File: src/rtl/uart_pkg.sv
// Shared UART types and constants: receiver FSM states, frame geometry, parity sense.
// Pure declarations, no logic.
package uart_pkg;

  localparam int UART_DATA_BITS  = 8;
  localparam int UART_OVERSAMPLE = 16;

  // 0 selects even parity (XOR over data and parity bit must be 0).
  localparam bit UART_PARITY_ODD = 1'b0;

  typedef enum logic [2:0] {
    IDLE,
    START,
    DATA,
    PARITY,
    STOP
  } rx_state_t;

endpackage

File: src/rtl/uart_sync2.sv
// Two-flop synchroniser with configurable width and reset value; 2 clk_100m cycles latency.
// No flow control: samples every cycle.
module uart_sync2 #(
  parameter int               WIDTH   = 1,
  parameter logic [WIDTH-1:0] RST_VAL = '1
) (
  input  logic             clk_100m,
  input  logic             rst_n,
  input  logic [WIDTH-1:0] d,
  output logic [WIDTH-1:0] q
);

  logic [WIDTH-1:0] meta;

  always_ff @(posedge clk_100m) begin
    if (!rst_n) begin
      meta <= RST_VAL;
      q    <= RST_VAL;
    end else begin
      meta <= d;
      q    <= meta;
    end
  end

endmodule

File: src/rtl/uart_rx.sv
// 8N1 UART receiver (8E1 with UART_RX_PARITY_EN); byte valid one cycle after the mid-stop tick.
// No backpressure: sticky rdy, a new byte overwrites data and flags overrun if rdy is still set.
module uart_rx
  import uart_pkg::*;
#(
  parameter int DATA_BITS  = UART_DATA_BITS,
  parameter int OVERSAMPLE = UART_OVERSAMPLE
) (
  input  logic                 clk_100m,
  input  logic                 rst_n,
  input  logic                 rxclk_en,
  input  logic                 rx,
  input  logic                 rdy_clr,
  output logic [DATA_BITS-1:0] data,
  output logic                 rdy,
  output logic                 frame_err,
`ifdef UART_RX_PARITY_EN
  output logic                 overrun,
  output logic                 parity_err
`else
  output logic                 overrun
`endif
);

  localparam int SW = $clog2(OVERSAMPLE);
  localparam int BW = (DATA_BITS > 1) ? $clog2(DATA_BITS) : 1;

  logic                 rx_s;
  rx_state_t            state, state_nxt;
  logic [SW-1:0]        smp, smp_nxt;
  logic [BW-1:0]        bit_idx, bit_idx_nxt;
  logic                 mid;
  logic                 shift_en, stop_en;
  logic [DATA_BITS-1:0] shreg;
`ifdef UART_RX_PARITY_EN
  logic                 par_en;
  logic                 par_bit;
`endif

  uart_sync2 #(.WIDTH(1), .RST_VAL(1'b1)) u_sync (
    .clk_100m (clk_100m),
    .rst_n    (rst_n),
    .d        (rx),
    .q        (rx_s)
  );

  assign mid = (smp == SW'(OVERSAMPLE - 1));

  always_ff @(posedge clk_100m) begin
    if (!rst_n) begin
      state   <= IDLE;
      smp     <= '0;
      bit_idx <= '0;
    end else begin
      state   <= state_nxt;
      smp     <= smp_nxt;
      bit_idx <= bit_idx_nxt;
    end
  end

  always_comb begin
    state_nxt   = state;
    smp_nxt     = smp;
    bit_idx_nxt = bit_idx;
    shift_en    = 1'b0;
    stop_en     = 1'b0;
`ifdef UART_RX_PARITY_EN
    par_en      = 1'b0;
`endif
    if (rxclk_en) begin
      case (state)
        IDLE: begin
          if (!rx_s) begin
            smp_nxt   = '0;
            state_nxt = START;
          end
        end
        START: begin
          smp_nxt = smp + 1'b1;
          // Half a bit in: a low line here confirms a real start bit.
          if (smp == SW'(OVERSAMPLE / 2 - 1)) begin
            if (!rx_s) begin
              smp_nxt     = '0;
              bit_idx_nxt = '0;
              state_nxt   = DATA;
            end else begin
              state_nxt = IDLE;
            end
          end
        end
        DATA: begin
          smp_nxt = smp + 1'b1;
          if (mid) begin
            shift_en    = 1'b1;
            bit_idx_nxt = bit_idx + 1'b1;
            if (bit_idx == BW'(DATA_BITS - 1)) begin
`ifdef UART_RX_PARITY_EN
              state_nxt = PARITY;
`else
              state_nxt = STOP;
`endif
            end
          end
        end
`ifdef UART_RX_PARITY_EN
        PARITY: begin
          smp_nxt = smp + 1'b1;
          if (mid) begin
            par_en    = 1'b1;
            state_nxt = STOP;
          end
        end
`endif
        STOP: begin
          smp_nxt = smp + 1'b1;
          // Leaving at mid-stop lets the next start edge be caught with no idle gap.
          if (mid) begin
            stop_en   = 1'b1;
            state_nxt = IDLE;
          end
        end
        default: state_nxt = IDLE;
      endcase
    end
  end

  always_ff @(posedge clk_100m) begin
    if (!rst_n) begin
      shreg      <= '0;
      data       <= '0;
      rdy        <= 1'b0;
      frame_err  <= 1'b0;
      overrun    <= 1'b0;
`ifdef UART_RX_PARITY_EN
      par_bit    <= 1'b0;
      parity_err <= 1'b0;
`endif
    end else begin
      if (shift_en) shreg <= {rx_s, shreg[DATA_BITS-1:1]};
`ifdef UART_RX_PARITY_EN
      if (par_en) par_bit <= rx_s;
`endif
      if (rdy_clr) begin
        rdy     <= 1'b0;
        overrun <= 1'b0;
      end
      // Good stop wins over a coincident rdy_clr; that clear also suppresses overrun.
      if (stop_en) begin
        if (rx_s) begin
          data      <= shreg;
          rdy       <= 1'b1;
          frame_err <= 1'b0;
          if (rdy && !rdy_clr) overrun <= 1'b1;
`ifdef UART_RX_PARITY_EN
          parity_err <= (^shreg) ^ par_bit ^ UART_PARITY_ODD;
`endif
        end else begin
          frame_err <= 1'b1;
        end
      end
    end
  end

endmodule

File: config.mk
export PLATFORM = sky130hd
export DESIGN_NAME = uart_rx
export DESIGN_NICKNAME = d
export VERILOG_FILES = /design/src/rtl/uart_pkg.sv /design/src/rtl/uart_sync2.sv /design/src/rtl/uart_rx.sv
export SDC_FILE = /design/constraint.sdc
export NUM_CORES = 1
export LEC_CHECK = 0
export CAP_MARGIN = 20
export CORE_ASPECT_RATIO = 2
export CORE_UTILIZATION = 50
export CTS_BUF_LIST = sky130_fd_sc_hd__clkbuf_16
export CTS_CLUSTER_DIAMETER = 80
export DETAILED_ROUTE_END_ITERATION = 8
export PLACE_DENSITY = 0.73
export SLEW_MARGIN = 15
export SYNTH_ARGS = -nofsm -noshare
export SYNTH_HDL_FRONTEND = slang
export SYNTH_SLANG_ARGS = --single-unit
File: constraint.sdc
create_clock -name clk_100m -period 4 [get_ports clk_100m]
set_clock_uncertainty 0.1 [all_clocks]
set_input_delay 1 -clock clk_100m [delete_from_list [all_inputs] [get_ports clk_100m]]
set_output_delay 1 -clock clk_100m [all_outputs]
set_load 0.01 [all_outputs]
==> impl_results.md <==
- Ys Warns: 0
- Unique cell type count in the Yosys netlist: between 40 and 50
- Slew Limit Fails: 0
- CTS max path bufs: 2
- Antenna diodes: 0
- Clk pwr share: 50.2%
- Layout area overhead: 19.8%
- Detailed Routing Iterations Pass 1: 4
- VDD IR-drop max: 0.372 mV
- FF+latch count, synth: 31
- Layout Nets: between 150 and 200
- Status: complete, no violations
- Fin crit period: 2580 ps
- Pwr/cell area: 405 mW/mm²
- Crit share post-route: between 60 and 70%
- Sequential power share: 46.1%
- Clock slew at reported path FFs: 50 ps
- Crit start category: input port
- Routed wl met3: 78 µm
- Worst Path Arrival: 2610 ps
- CTS root buf: clkbuf_16
- WL met1: around 1100 µm
- Post-synthesis sequential area ratio: 43.9%
- WHS Path Cells: 1
- Fmax achieved: a little under 400 MHz
- CTS tree: yes
- Most frequent cells in the layout: 31 x dfxtp_1, 20 x nor2_1, 19 x mux2i_1, 15 x clkdlybuf4s50_1, 9 x nand2_1
- Hold Violations, Final: 0
- Hpwl dp: 2060 µm
- CTS Sinks: 31
- Hold buffers post-CTS: 0
- GR Util All Layers: 22.5%
- Share of layout cells above drive strength 1: 8.02%
- Post-route setup TNS: 0 ps
- Number of global-route vias before repair: around 1100
- Net switching power: 0.141 mW
- WP data required: 4020 ps
- Final Total Pwr: 0.686 mW
- Placer Congestion: between 0.7 and 0.8
- Post-synth net total: 155
- Port Buffers: 15
- ANT nets after route: 0
- Largest net degree at the start of global routing: 30
- Routed wl met2: between 1500 and 2000 µm
- Total leakage power: 0.663 nW
- Latest clock arrival within the worst-skew pair: 270 ps
- Vias: 1114
- DR top layer: met4
- Least-Margin Pin Slew: between 800 and 900 ps
- Core area: ~0.0027 mm²
- Post-Syn Area per Cell: 9.63 µm²
- Internal power: around 0.55 mW
- Yosys top cell area share: 43.9%
- Die Width: 39.6 µm
- Initial antenna violation count: 0
- Hold endpoint: u_sync.q
- Synthesized area: 0.00142 mm²
- Vias per std cell: 5.83
- Crit Path Class: input port to register
- Final WL: 2880 µm
- Switching portion of total power: 20.5%
- Ports: 16
- CP endpoint kind: register
- Unrepaired setup endpoints after global routing: no
- Die ar.: 0.00306 mm²
- CP Max Fanout: 9
- Initial Util: 52.4%
- CTS Buf Count: 5
- Commonest non-fill, non-tap cell in the layout: dfxtp_1
- Rel. slew slack: 43.7%
- Worst R2R End: data[1]
- Die Ht: 77.2 µm
- Leading area contributor after synthesis: dfxtp_1
- H-Tree Depth: 2
- Final setup fails: 0
- Gate power share: 3.7%
- Row count: 27
- Cell count after synthesis: ~150
- Synth top area cells: dfxtp_1 44%, mux2i_1 13%, nor2_1 5.3%, ha_1 2.7%, nand2_1 2.4%
- Flop-to-flop setup slack: between 2000 and 2500 ps
- Post-CTS sizing: 0
- DRC viols: 0
- Global-route wire length before repair: 4800 µm
- Hold_sp: u_sync.meta
- Setup bufs post-CTS: 0
- Reg-to-reg startpoint: smp[0]
- Max Cap Viol: 0
- Hold/Removal Path Class: register to register
- DR WL/cell: 15.1 µm
- FF-to-FF path depth: 5
- Overflow after GRT: 0
- DR iter-0 viols: 22
[synth_stat cells, drive strengths merged]
cell	n
dfxtp	31
nor2	21
mux2i	19
nand2	9
o21ai	7
a21oi	5
or3	5
buf	4
nand2b	4
a31oi	3
clkbuf	3
ha	3
inv	3
nand3	3
nor3b	3
or3b	3
nor3	2
o32ai	2
or4	2
a211oi	1
a22oi	1
a41oi	1
and3	1
and3b	1
and4	1
maj3	1
nand3b	1
nand4	1
nand4b	1
nand4bb	1
nor2b	1
nor4b	1
nor4bb	1
xnor2	1
[metrics by stage]
stage	hold WS [ps]	utilization (%)	cell area (µm²)	setup slack [ps]	instances
CTS	304	62.7	1700	1410	191
finish	302	62.7	1700	1420	191
global route	363	62.7	1700	1300	191
floorplan	286	-	1420	2040	147
detailed placement	293	57.8	1560	1140	184
global placement	295	57.8	1560	1180	184
[how the worst max path moves through the flow]
stage,start,endpoint,slack (ps),depth (start not counted)
detailed placement,rxclk_en,data[1],1140,5
global route,rst_n,state[0],1300,4
global placement,rxclk_en,data[6],1180,5
finish,rxclk_en,data[1],1420,5
CTS,rxclk_en,data[0],1410,5
floorplan,rxclk_en,bit_idx[0],2040,4
[power by group through the flow]
stage	Sequential (mW)	Clock (mW)	Combinational (mW)
after floorplan	0.320	0	0.0196
after global placement	0.322	0	0.0246
after detailed placement	0.322	0	0.0252
after CTS	0.316	0.348	0.0254
after global routing	0.316	0.365	0.0275
final	0.316	0.345	0.0253
[cell type report]
cell class / instances / area, µm²
clock buffers: 5 / 125
flip-flops and latches: 31 / 621
multi-input cells: 106 / 743
fillers: 232 / 1010
repair buffers: 15 / 150
clock inverters: 2 / 8.76
inverters: 3 / 11.3
well taps: 29 / 36.3
[per-layer routing]
layer | track usage, % | vias up
li1 | - | 554
met1 | 21.9 | 521
met2 | 37.9 | 28
met3 | 6.94 | 11
met4 | 13.4 | 0
met5 | 0 | -
[logic make-up (layout without fill, tap and decap cells)]
kind of cell / count (synthesis) / in the layout / share of synthesized area, %
AO/OA/AOI/OAI: 20 / 20 / 9.28
XOR/XNOR: 1 / 1 / 0.619
adder cells (fa/ha/maj): 4 / 4 / 3.36
buffers and inverters: 10 / 25 / 3.63
flip-flops: 31 / 31 / 43.9
multiplexers: 19 / 19 / 13.4
AND/OR/NAND/NOR: 62 / 62 / 25.8
[sequential cells by signal, indices dropped and copies added, names as in the netlist]
signal / cells
u_sync.q: 1
shreg: 8
frame_err: 1
u_sync.meta: 1
state: 3
overrun: 1
bit_idx: 3
smp: 4
data: 8
rdy: 1
[critical path: stages]
cell             delay [ps]
clkdlybuf4s50_1         580
and4_1                  250
nand3_1                 420
mux2i_1                 300
nor2_1                   60
Power figures use the tool's default switching activity.
